[src/rtl/fft_pkg.sv]
// Shared definitions for the radix-2 DIT FFT twiddle sequencer.
// Includes the FSM states, Q1.15 constants and elaboration-time twiddle quantisation.
package fft_pkg;

  localparam int unsigned DEFAULT_LOG2N = 4;

  localparam logic [15:0] Q15_ONE       = 16'h7FFF;
  localparam logic [15:0] Q15_MINUS_ONE = 16'h8000;

  localparam real PI = 3.14159265358979323846;

  typedef enum logic [1:0] {
    ST_IDLE = 2'd0,
    ST_RUN  = 2'd1,
    ST_GAP  = 2'd2,
    ST_DONE = 2'd3
  } state_t;

  typedef struct packed {
    logic [15:0] r;
    logic [15:0] c;
  } tw_t;

  // Round to nearest Q1.15; +1.0 cannot be represented and saturates.
  function automatic logic [15:0] q15(input real x);
    real v;
    v = x * 32768.0;
    if (v > 32767.0) return Q15_ONE;
    if (v <= -32768.0) return Q15_MINUS_ONE;
    return 16'($rtoi($floor(v + 0.5)));
  endfunction

endpackage

[src/rtl/fft_twiddle_rom.sv]
// Combinational twiddle lookup: index t -> W_N^t = cos(2*pi*t/N) - j*sin(2*pi*t/N).
// The N/2-entry table is computed at elaboration.
module fft_twiddle_rom
  import fft_pkg::*;
#(
  parameter int unsigned LOG2N = DEFAULT_LOG2N
) (
  input  logic [LOG2N-2:0] idx,
  output tw_t              tw
);

  localparam int unsigned HALF = 2 ** (LOG2N - 1);
  localparam int unsigned N    = 2 ** LOG2N;

  tw_t rom [HALF];

  for (genvar i = 0; i < HALF; i++) begin : g_tab
    localparam real         ANG = 2.0 * PI * real'(i) / real'(N);
    localparam logic [15:0] TR  = q15($cos(ANG));
    localparam logic [15:0] TC  = q15(-$sin(ANG));
    assign rom[i] = {TR, TC};
  end

  assign tw = rom[idx];

endmodule

[src/rtl/fft_twiddle_sequencer.sv]
// Issues one butterfly descriptor (operand addresses + twiddle) per handshake beat
// for an in-place radix-2 DIT FFT, with an idle gap between stages.
module fft_twiddle_sequencer
  import fft_pkg::*;
#(
  parameter int unsigned LOG2N     = DEFAULT_LOG2N,
  parameter int unsigned STAGE_GAP = 4
) (
  input  logic                      clk,
  input  logic                      rst,
  input  logic                      i_start,
  input  logic                      i_ready,
  output logic                      o_valid,
  output logic [LOG2N-1:0]          o_addr_a,
  output logic [LOG2N-1:0]          o_addr_b,
  output logic [15:0]               o_tw_r,
  output logic [15:0]               o_tw_c,
  output logic [$clog2(LOG2N)-1:0]  o_stage,
  output logic                      o_last,
  output logic                      o_busy,
  output logic                      o_done
);

  localparam int unsigned AW = LOG2N;
  localparam int unsigned KW = LOG2N - 1;
  localparam int unsigned SW = $clog2(LOG2N);
  localparam int unsigned GW = (STAGE_GAP > 1) ? $clog2(STAGE_GAP) : 1;

  localparam logic [KW-1:0] K_LAST = '1;
  localparam logic [SW-1:0] S_LAST = SW'(LOG2N - 1);
  localparam logic [GW-1:0] G_LAST = GW'(STAGE_GAP - 1);

  state_t        state_q, state_n;
  logic [SW-1:0] s_q, s_n, ld_s;
  logic [KW-1:0] k_q, k_n, ld_k;
  logic [GW-1:0] gap_q, gap_n;
  logic          valid_n;
  logic          load;

  logic [AW-1:0] kk, mask, j, addr_a, addr_b;
  logic [SW-1:0] sh;
  logic [KW-1:0] t_idx;
  tw_t           tw;

  // s_q/k_q name the descriptor in the output registers, or the next one to load when o_valid is low.
  always_comb begin
    state_n = state_q;
    s_n     = s_q;
    k_n     = k_q;
    gap_n   = gap_q;
    valid_n = o_valid;
    load    = 1'b0;
    ld_s    = s_q;
    ld_k    = k_q;
    case (state_q)
      ST_IDLE: begin
        if (i_start) begin
          state_n = ST_RUN;
          s_n     = '0;
          k_n     = '0;
        end
      end
      ST_RUN: begin
        if (!o_valid) begin
          load    = 1'b1;
          valid_n = 1'b1;
        end else if (i_ready) begin
          if (o_last) begin
            state_n = ST_DONE;
            valid_n = 1'b0;
          end else if (k_q == K_LAST) begin
            s_n = s_q + SW'(1);
            k_n = '0;
            if (STAGE_GAP > 0) begin
              state_n = ST_GAP;
              gap_n   = '0;
              valid_n = 1'b0;
            end else begin
              load = 1'b1;
              ld_s = s_q + SW'(1);
              ld_k = '0;
            end
          end else begin
            k_n  = k_q + KW'(1);
            load = 1'b1;
            ld_k = k_q + KW'(1);
          end
        end
      end
      ST_GAP: begin
        // Preload the next stage's first beat on the last gap cycle so o_valid stays low exactly STAGE_GAP cycles.
        if (gap_q == G_LAST) begin
          state_n = ST_RUN;
          load    = 1'b1;
          valid_n = 1'b1;
        end else begin
          gap_n = gap_q + GW'(1);
        end
      end
      ST_DONE: begin
        state_n = ST_IDLE;
        valid_n = 1'b0;
      end
      default: state_n = ST_IDLE;
    endcase
  end

  // Address split: bits of k at or above s move up one place to make room for the half-span bit.
  always_comb begin
    kk     = AW'(ld_k);
    mask   = (AW'(1) << ld_s) - AW'(1);
    j      = kk & mask;
    addr_a = ((kk & ~mask) << 1) | j;
    addr_b = addr_a | (AW'(1) << ld_s);
    sh     = S_LAST - ld_s;
    t_idx  = KW'(j) << sh;
  end

  fft_twiddle_rom #(.LOG2N(LOG2N)) u_rom (
    .idx (t_idx),
    .tw  (tw)
  );

  always_ff @(posedge clk or posedge rst) begin
    if (rst) begin
      state_q  <= ST_IDLE;
      s_q      <= '0;
      k_q      <= '0;
      gap_q    <= '0;
      o_valid  <= 1'b0;
      o_addr_a <= '0;
      o_addr_b <= '0;
      o_tw_r   <= '0;
      o_tw_c   <= '0;
      o_stage  <= '0;
      o_last   <= 1'b0;
      o_busy   <= 1'b0;
      o_done   <= 1'b0;
    end else begin
      state_q <= state_n;
      s_q     <= s_n;
      k_q     <= k_n;
      gap_q   <= gap_n;
      o_valid <= valid_n;
      o_busy  <= (state_n != ST_IDLE);
      o_done  <= (state_n == ST_DONE);
      if (load) begin
        o_addr_a <= addr_a;
        o_addr_b <= addr_b;
        o_tw_r   <= tw.r;
        o_tw_c   <= tw.c;
        o_stage  <= ld_s;
        o_last   <= (ld_s == S_LAST) && (ld_k == K_LAST);
      end
    end
  end

endmodule
[config.mk]
export PLATFORM = sky130hd
export DESIGN_NAME = fft_twiddle_sequencer
export DESIGN_NICKNAME = d
export VERILOG_FILES = /design/src/rtl/fft_pkg.sv /design/src/rtl/fft_twiddle_rom.sv /design/src/rtl/fft_twiddle_sequencer.sv
export SDC_FILE = /design/constraint.sdc
export NUM_CORES = 1
export LEC_CHECK = 0
export CORE_ASPECT_RATIO = 1.75
export CORE_MARGIN = 4
export CORE_UTILIZATION = 35
export DETAILED_ROUTE_END_ITERATION = 6
export PLACE_DENSITY = 0.65
export SLEW_MARGIN = 20
export SYNTH_ARGS = -nofsm -noshare
export SYNTH_HDL_FRONTEND = slang
export SYNTH_SLANG_ARGS = --single-unit
[constraint.sdc]
create_clock -name clk -period 3.87 [get_ports clk]
set_input_delay 0.9675 -clock clk [delete_from_list [all_inputs] [get_ports clk]]
set_output_delay 0.9675 -clock clk [all_outputs]
set_load 0.02 [all_outputs]
# Word-level counts from Yosys, hierarchy flattened
# Memories as Yosys holds them, arrays and structs flattened. A register that Yosys moved wholly into a read port is not among the register bits.
# Cells that the tools add are included.
[word_totals] in_bits=4 output_inout_bits=46 rom_bits=256 ff_bits=23 n_memories=1 word_cells=90
[op_classes] mux=40 n_addsub=5 n_shift=2 n_eq_ne=15 reduce_logical=10 n_bitwise=6
[memory_table] memory="(no name shown)" words=8 width=32 read_ports=1 rd_clocked_by_memory_dff=1 wr=0 line="fft_twiddle_rom.sv:24" rtl="assign tw = rom[idx];"
[ops] op="$mux 2" count=16
[ops] op="$mux 3" count=10
[ops] op="$ne 2x2->1 const B" count=7
[ops] op="$reduce_and 6->1" count=2
[ops] op="$eq 2x2->1 const B" count=5
[ops] op="$mux 1" count=8
[ops] op="$or 4x4->4" count=2
[ops] op="$pmux 2 s2" count=2
[ops] op="$pmux 2 s4" count=1
[ops] op="$eq 3x3->1 const B" count=2
[ops] op="$pmux 3 s2" count=1
[ops] op="$reduce_bool 2->1" count=3
[ops] op="$reduce_and 5->1" count=1
[ops] op="$add 2x1->2 const B" count=2
[ops] op="$and 3x4->4" count=1
[ops] op="$not 3->4" count=1
[ops] op="$shl 1x2->4 const A" count=1
[ops] op="$sub 4x2->4 const B" count=1
[ops] op="$add 3x1->3 const B" count=1
[ops] op="$and 3x3->3" count=1
[ops] op="$not 3->3" count=1
[ops] op="$pmux 1 s3" count=1
[ops] op="$reduce_bool 3->1" count=1
[ops] op="$shl 3x2->3" count=1
[ops] op="other kinds (6)" count=6

# Longest topological paths before layout
# Gate-level depths: netlist of the first run.
[depth] ltp_word=9 depth_mapped=13 mapped_depth_nobuf=13

# Hierarchy
# From an unflattened synthesis of the first run, not the netlist that was laid out.
[hier_totals] hier_cells=338 area_unflattened_um2=3012.9
[modules_own_cells] module="fft_twiddle_sequencer" area_each_um2=2640.0 cells_each=287 n_inst=1
[modules_own_cells] module="fft_twiddle_rom" area_each_um2=372.9 cells_each=51 n_inst=1

# Worst setup path after synthesis of the first run
# Ideal clock, no wire load.
[synth_path] kind="reg2reg" from="register s_q[0]" to="register o_tw_c[14]" arrival_time_ns=2.882 slack_ns=0.872 path_stages_with_launch=13 t_required_ns=3.754 setup_time_ns=0.116 cell_sequence="dfrtp_1 > clkbuf_1 > inv_1 > ha_1 > xor2_1 > or4_1 > o211ai_1 > nand2_1 > inv_1 > ha_1 > inv_1 > or4_1 > o311ai_0"
[synth_between] elab_chain_cells=5 elab_cells_between_ends=6 cone_classes="add/sub: 2; shift: 2; bitwise: 2"
[synth_lines] element="from (decl)" line="fft_twiddle_sequencer.sv:34" rtl="logic [SW-1:0] s_q, s_n, ld_s;"
[synth_lines] element="from (signal assigned)" line="fft_twiddle_sequencer.sv:141" rtl="s_q <= s_n;"
[synth_lines] element="$shl 1x2->4" line="fft_twiddle_sequencer.sv:111" rtl="mask = (AW'(1) << ld_s) - AW'(1);"
[synth_lines] element="$sub 4x2->4" line="fft_twiddle_sequencer.sv:111"
[synth_lines] element="$and 3x4->4" line="fft_twiddle_sequencer.sv:112" rtl="j = kk & mask;"
[synth_lines] element="$shl 3x2->3 *" line="fft_twiddle_sequencer.sv:116" rtl="t_idx = KW'(j) << sh;"
[synth_lines] element="$not 3->4 (not written as such) *" line="fft_twiddle_rom.sv:24"
[synth_lines] element="to (decl)" line="fft_twiddle_sequencer.sv:17" rtl="output logic [15:0] o_tw_c,"
# Every way passes the cells marked *; elsewhere a longest branch is shown, timed or not.
# A chain may end at the register's enable or synchronous reset.

# Worst setup path after layout of the first run
[layout_path] from="input port i_ready" to="register o_tw_c[14]"
[layout_between] elab_chain_cells=6 elab_cells_between_ends=9 cone_classes="shift: 1; mux: 6; bitwise: 2"
[layout_lines] element="from (decl)" line="fft_twiddle_sequencer.sv:12" rtl="input logic i_ready,"
[layout_lines] element="$mux 3" line="fft_twiddle_sequencer.sv:67" rtl="end else if (i_ready) begin"
[layout_lines] element="$mux 3" line="fft_twiddle_sequencer.sv:64" rtl="if (!o_valid) begin"
[layout_lines] element="$mux 3" line="fft_twiddle_sequencer.sv:55" rtl="case (state_q)"
[layout_lines] element="$and 3x4->4" line="fft_twiddle_sequencer.sv:112"
[layout_lines] element="$shl 3x2->3" line="fft_twiddle_sequencer.sv:116"
[layout_lines] element="$not 3->4 (not written as such)" line="fft_twiddle_rom.sv:24"
# Parallel ways exist; a longest one is shown, timed or not.

==> results.md, run 1 <==
* Via/cell ratio at 5.18
* Clk pin slew, worst setup/hold paths at 0.06 ns
* Drt first pass iters at 4
* Post-cts resize count at 0
* #FFs+latches synth at 43
* Rel. slew slack at 0.534
* Share of layout cells above drive strength 1 at 0.0839
* Crit Path Class: primary input to flop
* Setup TNS at 0 ns
* Vias in the first global route at 1989
* Die ar. at 8720 um^2
* Iteration-0 DRC count of the detailed router at 76
* Leading area contributor after synthesis: dfrtp_1
* Setup WS post-layout at 0.537 ns
* CTS buffer count at 5
* Post-Syn Instances at 270
* Netlist cell types at 51
* Maximum clock insertion buffer count at 2
* Wirelength, routed at 5780 um
* Critical Path Start: i_ready
* Site Rows at 40
* Hold Crit Class: flop to flop
* Post-DP HPWL at 4480 um
* Post-synth top area share at 0.424
* Height of the die at 121 um
* Worst Max-Slew Pin Slew at 0.697 ns
* Layout area overhead at 25.9%
* Worst slack, placed at 0.249 ns
* Area of the mapped netlist at 2530 um^2
* Fin crit period at 3.33 ns
* Remaining Overflow, GRT at 0
* Initial antenna violation count at 0
* Synth cell count leaders: dfrtp_1 (43), nand2_1 (42), o21ai_0 (24)
* Clk sink count at 43
* Max frequency at 0.300 GHz
* Most numerous cell in the Yosys netlist: dfrtp_1
* RR Startpoint: k_q[0]$_DFFE_PP0P_
* Core ar. at 6960 um^2
* RSZ-0062 raised after global routing: no
* Number of flops mapped to enable cells by yosys at 0
* Nets at 333
* Worst endpoint required time at 4.04 ns
* Antenna Cells at 0
* Post-route DRC at 0
* H-Tree Level Count at 2
* # port buffers at 47
* IO Pins at 50
* Tcrit/Tclk final at 0.861
* Tot GR Track Use at 0.142
* Arr. time, crit path at 3.50 ns
* Outcome: complete, no violations
* Register area share after synthesis at 0.424
* Latest clock arrival within the worst-skew pair at 0.29 ns
* Hold Buf Count CTS at 0
* Avg Inst Size Synth at 9.39 um^2
* Worst Skew at 0.00781 ns
* Startpoint types: primary input
* Hold Crit Start: o_addr_b[0]$_DFFE_PP0P_
* Die Wd at 72.3 um
* DRT antenna net count at 0
* DR vias at 2042
* DR WL/cell at 14.7 um
* Slew Viols, Final at 0
* Pin count of the biggest net entering global routing at 44
* Count of final hold-check violations at 0
* Number of setup violations in the final report at 0
* GPL Wtd Cong at 0.930
* Dominant cells by area after synthesis: dfrtp_1 (42%), ha_1 (9.9%), nand2_1 (6.2%)
* Initial Utilization at 0.364
* Synth async-reset ratio at 1.00
* Global-route wire length before repair at 9800 um
* Top_reg_cell synth: dfrtp_1
* Post-CTS Setup Repair Bufs at 0
* CTS Root Cell: clkbuf_16
* Static Leak at 1.43 nW
* Crit end category: flop
* Worst-path fanout max at 7
* Cell area power density at 649 nW/um^2
* Warnings from Yosys at 0
* CTS tree: built
* Total of max-cap violations at 0
* Maximum VDD drop at 0.000333 V
==> worst max-delay path, stage by stage <==
cell and delay (ns):
clkdlybuf4s50_1 0.58, and4b_1 0.38, mux2i_1 0.16, o211ai_1 0.26, nand2_1 0.17, inv_1 0.15
ha_1 0.16, inv_1 0.05, or4_1 0.53, o311ai_0 0.11
==> metrics by stage <==
| stage | hold slack, ns | power [mW] | area, um^2 | utilization | instances |
|---|---|---|---|---|---|
| floorplan | 0.490 | 1.29 | 2540 | - | 271 |
| global placement | 0.454 | 1.64 | 3030 | 0.436 | 386 |
| detailed placement | 0.467 | 1.65 | 3030 | 0.436 | 386 |
| CTS | 0.481 | 2.10 | 3190 | 0.459 | 394 |
| global route | 0.513 | 2.21 | 3190 | 0.459 | 394 |
| finish | 0.479 | 2.07 | 3190 | 0.459 | 394 |
==> registers in the layout (all words and copies together), names as in the netlist, 2 cells and up <==
name	cells
s_q	2
o_addr_a	4
o_stage	2
o_addr_b	4
state_q	2
o_tw_r	12
k_q	3
gap_q	2
o_tw_c	8
==> cell type report <==
type	instances	area, um^2
clock buffer	7	153
clock inverter	1	7.51
fill	689	3760
inverter	18	67.6
multi-input combinational	187	1260
sequential	43	1080
tap	84	105
timing repair buffer	54	523
==> cells by family (layout without fill, tap and decap cells) <==
| kind of cell | count (synthesis) | in the layout | share of synthesized area |
|---|---|---|---|
| compound gates | 67 | 67 | 0.179 |
| xor+xnor | 2 | 2 | 0.00691 |
| fa+ha+maj | 20 | 20 | 0.0987 |
| buf+inv | 41 | 80 | 0.0844 |
| flops | 43 | 43 | 0.424 |
| mux | 6 | 6 | 0.0267 |
| other cells | 1 | 2 | 0.00148 |
| simple gates | 90 | 90 | 0.179 |
==> cells in the final DEF, fill, tap and decap left out, types with 3 or more instances in the layout <==
master            n
a21oi_1           4
a22o_1            4
a31oi_1           5
buf_4             7
clkbuf_16         5
clkdlybuf4s50_1  47
dfrtp_1          43
ha_1             20
inv_1            18
mux2i_1           3
nand2_1          42
nand2b_1          4
nand3_1           5
nand4_1           3
nor2_1           10
nor2b_1           4
nor3b_1           3
o211ai_1          3
o21ai_0          24
o311ai_0          4
o31ai_1           3
or2_2             3
or4_1             4
==> report_power, final <==
group / switching (mW) / internal, mW
Combinational: 0.524 / 0.435
Clock: 0.168 / 0.274
Sequential: 0.0906 / 0.580
==> worst paths after layout <==
check / end / slack [ns] / cells after the start
worst max-delay path: o_tw_c[14]$_DFFE_PP0P_ / 0.54 / 10
worst min-delay path: o_addr_b[0]$_DFFE_PP0P_ / 0.48 / 2
worst max register to register: o_tw_c[14]$_DFFE_PP0P_ / 0.60 / 13
worst min register to register: o_addr_b[0]$_DFFE_PP0P_ / 0.48 / 2
max in group asynchronous: s_q[0]$_DFFE_PP0P_ / 2.37 / 3
min in group asynchronous: o_addr_a[1]$_DFFE_PP0P_ / 1.12 / 3
==> routing by layer <==
layer  track usage  vias to the layer above  routed length (um)
met5             0                        -                   0
met4        0.0588                        0                 134
met1         0.161                      973                2250
met2         0.252                       46                3170
met3        0.0258                       11                 218
li1              -                     1012                   -
(Power assumes the default switching activity.)
==> inputs of run 2 (changes only) <==
--- a/config.mk
+++ b/config.mk
@@ -10,7 +10,6 @@
 export CORE_UTILIZATION = 35
 export DETAILED_ROUTE_END_ITERATION = 6
 export PLACE_DENSITY = 0.65
-export SLEW_MARGIN = 20
 export SYNTH_ARGS = -nofsm -noshare
 export SYNTH_HDL_FRONTEND = slang
 export SYNTH_SLANG_ARGS = --single-unit
==> results of run 2 <==
Same layout as run 1: the final DEF is identical, and so are final timing and power.
==> RTL edit 1, RTL diff (flow settings as in run 1) <==
Set the package constant `DEFAULT_LOG2N` to 3 (it was 4).
--- a/src/rtl/fft_pkg.sv
+++ b/src/rtl/fft_pkg.sv
@@ -4,3 +4,3 @@
 
-  localparam int unsigned DEFAULT_LOG2N = 4;
+  localparam int unsigned DEFAULT_LOG2N = 3;
 
Interface: changed (resized o_addr_a and o_addr_b); port bits go from 50 to 48. No check against the original RTL was run, so the function may have changed too.
==> RTL edit 1 against run 1 <==
Power shrank 12%. Wire length shrank 39%. Global-route usage shrank 2.1 points. First-iteration DRC count shrank 72%. Register-to-register slack gained 0.66 ns. Sequential share of layout area shrank 1.5 points. Synthesized area shrank 31%. Clock skew shrank 0.0023 ns. Worst setup slack gained 0.43 ns. Synthesized cell count shrank 32%. Design area shrank 34%. Combinational power grew 22%. Largest power group unchanged. Sequential cell count shrank 16. Largest cell class unchanged.
==> RTL edit 1: results (changes against run 1) <==
stage;metric;value;unit;change
run_status;status;finished, final reports clean;;
synth;Synth Area in Compound Gates;14.28;%;-3.6 points
placement;Post-DP HPWL;2.845;mm;-36%
setup_path;peak fanout along the critical path;10;;+3
finish;Signal inverters;13;;-5
finish;clock network area share;2.326;%;-2.7 points
finish;Non-CTS buffers;43;;-20%
sta;Slew HR;37.33;%;-16 points
route;WL met1;1.276;mm;-43%
cts;Reg clk slew, reported paths;0.10;ns;+0.04 ns
route;DR WL met2;1.953;mm;-38%
route;DR pass1 iterations;3;;-1
route;WL met3;158;µm;-28%
route;drt via density;4.969;;-4.1%
placement;placed inst area;0.002049;mm²;-32%
setup_path;critical path arrival;3.08;ns;-0.42 ns
placement;placed cell count;255;;-34%
cts;Inserted Clock Buffers;3;;-2
global_routing;M2 GR Usage;22.52;%;-2.7 points
finish;layout cells sized above 1;8.696;%;+0.31 points
synth;XOR/XNOR Fraction of Synth Area;0.4972;%;-0.19 points
global_routing;GR Util met1;12.31;%;-3.8 points
route;vias;1287;;-37%
global_routing;GRT Total Usage;12.01;%;-2.1 points
global_routing;first-pass GRT wire length;5.706;mm;-42%
finish;layout clock buffer count;3;;-4
route;drt wl/cell;13.55;µm;-7.7%
synth;sequential area share after synthesis;38.35;%;-4.1 points
power_and_ir_drop;leakage power;0.9311;nW;-35%
finish;Post-Layout Inst Area;0.002098;mm²;-34%
power_and_ir_drop;switching portion of total power;46.29;%;+8.5 points
placement;pre-CTS setup slack;0.6659;ns;+0.4166 ns
finish;top flop regs;o_tw_r: 5 flops, o_addr_a: 3 flops, o_addr_b: 3 flops;;
finish;Fill cells;491;;-29%
sta;Clock Skews;0.005542;ns;-0.002266 ns
global_routing;largest net degree at the start of global routing;28;;-36%
finish;area of the multi-input gates;834.6;µm²;-34%
setup_path;Top delay family on crit path;buffers and inverters;;
finish;Nets;226;;-32%
placement;Buffers on Ports;41;;-13%
route;initial DRC count;21;;-72%
power_and_ir_drop;seq pwr;0.487;mW;-27%
cts;H-tree levels;1;;-1
synth;top cells by area, synth;dfrtp_1 38%, buf_4 12%, ha_1 9.9%;;
power_and_ir_drop;fraction of power consumed by the clock network;9.1;%;-12 points
finish;multi-input gates;120;;-36%
[RTL edit 1: cell types whose count changed after synthesis, sizes merged, moves of 4 or more]
| cell | run 1 | this run |
|---|---|---|
| a22o | 4 | 0 |
| a31oi | 5 | 0 |
| buf | 15 | 29 |
| clkbuf | 8 | 0 |
| dfrtp | 43 | 27 |
| ha | 20 | 14 |
| inv | 18 | 13 |
| nand2 | 42 | 26 |
| o21ai | 25 | 17 |
| o311ai | 6 | 0 |
| or4 | 5 | 0 |
[RTL edit 1: path summary, 6_finish.rpt]
check,startpoint,to,slack (ns),cells past startpoint
setup / recovery,i_ready,o_tw_r[13],0.96,7
hold / removal,o_addr_b[2],o_addr_b[2],0.49,2
setup reg to reg,state_q[1],o_tw_r[13],1.26,8
hold reg to reg,o_addr_b[2],o_addr_b[2],0.49,2
max in group asynchronous,rst,k_q[1],2.35,2
min in group asynchronous,rst,state_q[1],1.08,2
==> RTL edit 2, RTL diff (config.mk and constraints of run 1) <==
Without the edit above. The 4 states of `state_t` get a Gray code encoding in 2 bits.
--- a/src/rtl/fft_pkg.sv
+++ b/src/rtl/fft_pkg.sv
@@ -12,6 +12,6 @@
   typedef enum logic [1:0] {
-    ST_IDLE = 2'd0,
-    ST_RUN  = 2'd1,
-    ST_GAP  = 2'd2,
-    ST_DONE = 2'd3
+    ST_IDLE = 2'b00,
+    ST_RUN  = 2'b01,
+    ST_GAP  = 2'b11,
+    ST_DONE = 2'b10
   } state_t;
Function: no difference found for any inputs over 10 cycles, from zero or initial values and one cycle with rst high; not proved beyond that.
==> RTL edit 2 against run 1 <==
Register-to-register slack improved by 0.12 ns. Design area increased by 0.39%. First-iteration DRC count increased by 42%. Worst setup slack got worse by 0.10 ns. Power increased by 31%. Wire length increased by 7.3%. Clock power decreased by 5.4%. Sequential cell count unchanged. Synthesized area increased by 1.6%. Critical endpoint unchanged.
==> RTL edit 2: results (changes against run 1) <==
stage;metric;value;unit;change
global_routing;first-pass GRT wire length;10.34;mm;+5.6%
synth;yosys synthesis warning count;0;;unchanged
synth;top-count cell post-synth;dfrtp_1;;
placement;Post-DP HPWL;4.860;mm;+8.5%
route;vias;2035;;-0.34%
placement;placed inst area;0.003060;mm²;+0.95%
synth;ys async rst share;100.0;%;unchanged
power_and_ir_drop;leakage power;1.392;nW;-2.9%
route;DRC Markers;0;;unchanged
sta;Slew HR;37.67;%;-16 points
synth;Synth cell types;58;;+14%
route;DR pass1 iterations;4;;unchanged
route;initial DRC count;108;;+42%
hold_path;Min-Delay Path Class;reg2reg;;
cts;Reg clk slew, reported paths;0.06;ns;about the same
finish;layout cells sized above 1;10.23;%;+1.8 points
placement;Buffers on Ports;47;;unchanged
setup_path;peak fanout along the critical path;7;;unchanged
global_routing;GRT Total Usage;14.98;%;+0.82 points
synth;Post-synth top cells;43 x dfrtp_1, 34 x nand2_1, 17 x ha_1;;
power_and_ir_drop;Worst VDD drop;0.0004087;V;+23%
global_routing;M2 GR Usage;27.26;%;+2.0 points
route;WL met3;212;µm;-2.8%
global_routing;vias in the first global route;2071;;+4.1%
setup_path;Top delay family on crit path;simple AND/OR/NAND/NOR gates;;
setup_path;critical path arrival;3.60;ns;+0.10 ns
placement;placed cell count;382;;-1.0%
route;drt via density;5.231;;+0.94%
route;final wirelength;6.202;mm;+7.3%
route;DR WL met2;3.412;mm;+7.5%
setup_path;path depth of the worst reg2reg path;8;;-5
synth;Avg Cell Area, Syn;9.791;µm²;+4.3%
finish;Nets;324;;-2.7%
synth;top cells by area, synth;dfrtp_1 42%, ha_1 8.3%, nand2_1 5.0%;;
cts;CTS max path bufs;2;;unchanged
route;WL met1;2.418;mm;+7.3%
finish;diode count;0;;unchanged
global_routing;met3 usage;2.239;%;-0.34 points
placement;pre-CTS setup slack;0.1658;ns;-0.08352 ns
global_routing;GR Util met1;16.67;%;+0.54 points
placement;routability cong.;0.8543;;-8.1%
setup_path;Worst path max stage delay;0.53;ns;-0.05 ns
synth;sequential area share after synthesis;41.79;%;-0.66 points
run_status;status;finished, final reports clean;;
global_routing;largest net degree at the start of global routing;30;;-32%
sta;Clock Skews;0.003851;ns;-0.003957 ns
[RTL edit 2: changes by cell type after synthesis, moves of 4 or more]
| cell | change |
|---|---|
| or4_1 | -4 |
| a31oi_1 | -4 |
| nor2b_1 | -4 |
| o311ai_0 | -4 |
| a21oi_1 | +9 |
| o21ai_0 | -11 |
| a221o_1 | +5 |
| nand2_1 | -8 |
| o21ai_1 | +7 |
| nor2_1 | +5 |
| buf_2 | +5 |
| clkbuf_1 | -6 |
| nand3_1 | +5 |
| a211oi_1 | +5 |
[RTL edit 2: final cells by class]
| type | count | area [µm²] |
|---|---|---|
| flip-flops and latches | 43 | 1076 |
| inverters | 17 | 63.81 |
| multi-input cells | 182 | 1290 |
| well taps | 86 | 107.6 |
| clock inverters | 1 | 5.005 |
| fillers | 711 | 3978 |
| clock buffers | 6 | 138.9 |
| repair buffers | 54 | 523.0 |
[RTL edit 2: final timing paths]
path                            slack [ns]     endpoint         from
worst max-delay path                  0.43   o_tw_c[14]      i_ready
worst min-delay path                  0.47  o_addr_b[3]  o_addr_b[3]
worst max register to register        0.72    o_tw_c[7]       s_q[0]
worst min register to register        0.47  o_addr_b[3]  o_addr_b[3]
max in group asynchronous             2.17    o_tw_r[1]          rst
min in group asynchronous             1.07       o_done          rst
[RTL edit 2: kinds of logic after synthesis]
kind of cell,Yosys count,share of synthesized area (%)
AO/OA/AOI/OAI,78,23.62
XOR/XNOR,1,0.6319
adder cells (fa/ha/maj),17,8.260
buffers and inverters,39,8.260
flip-flops,43,41.79
multiplexers,7,2.867
other,1,0.1456
AND/OR/NAND/NOR,77,14.43
[RTL edit 2: report_power, final]
part	total (mW)	internal, mW	switching, mW
clock network	0.418	0.252	0.166
logic	1.53	0.652	0.877
registers	0.769	0.618	0.151
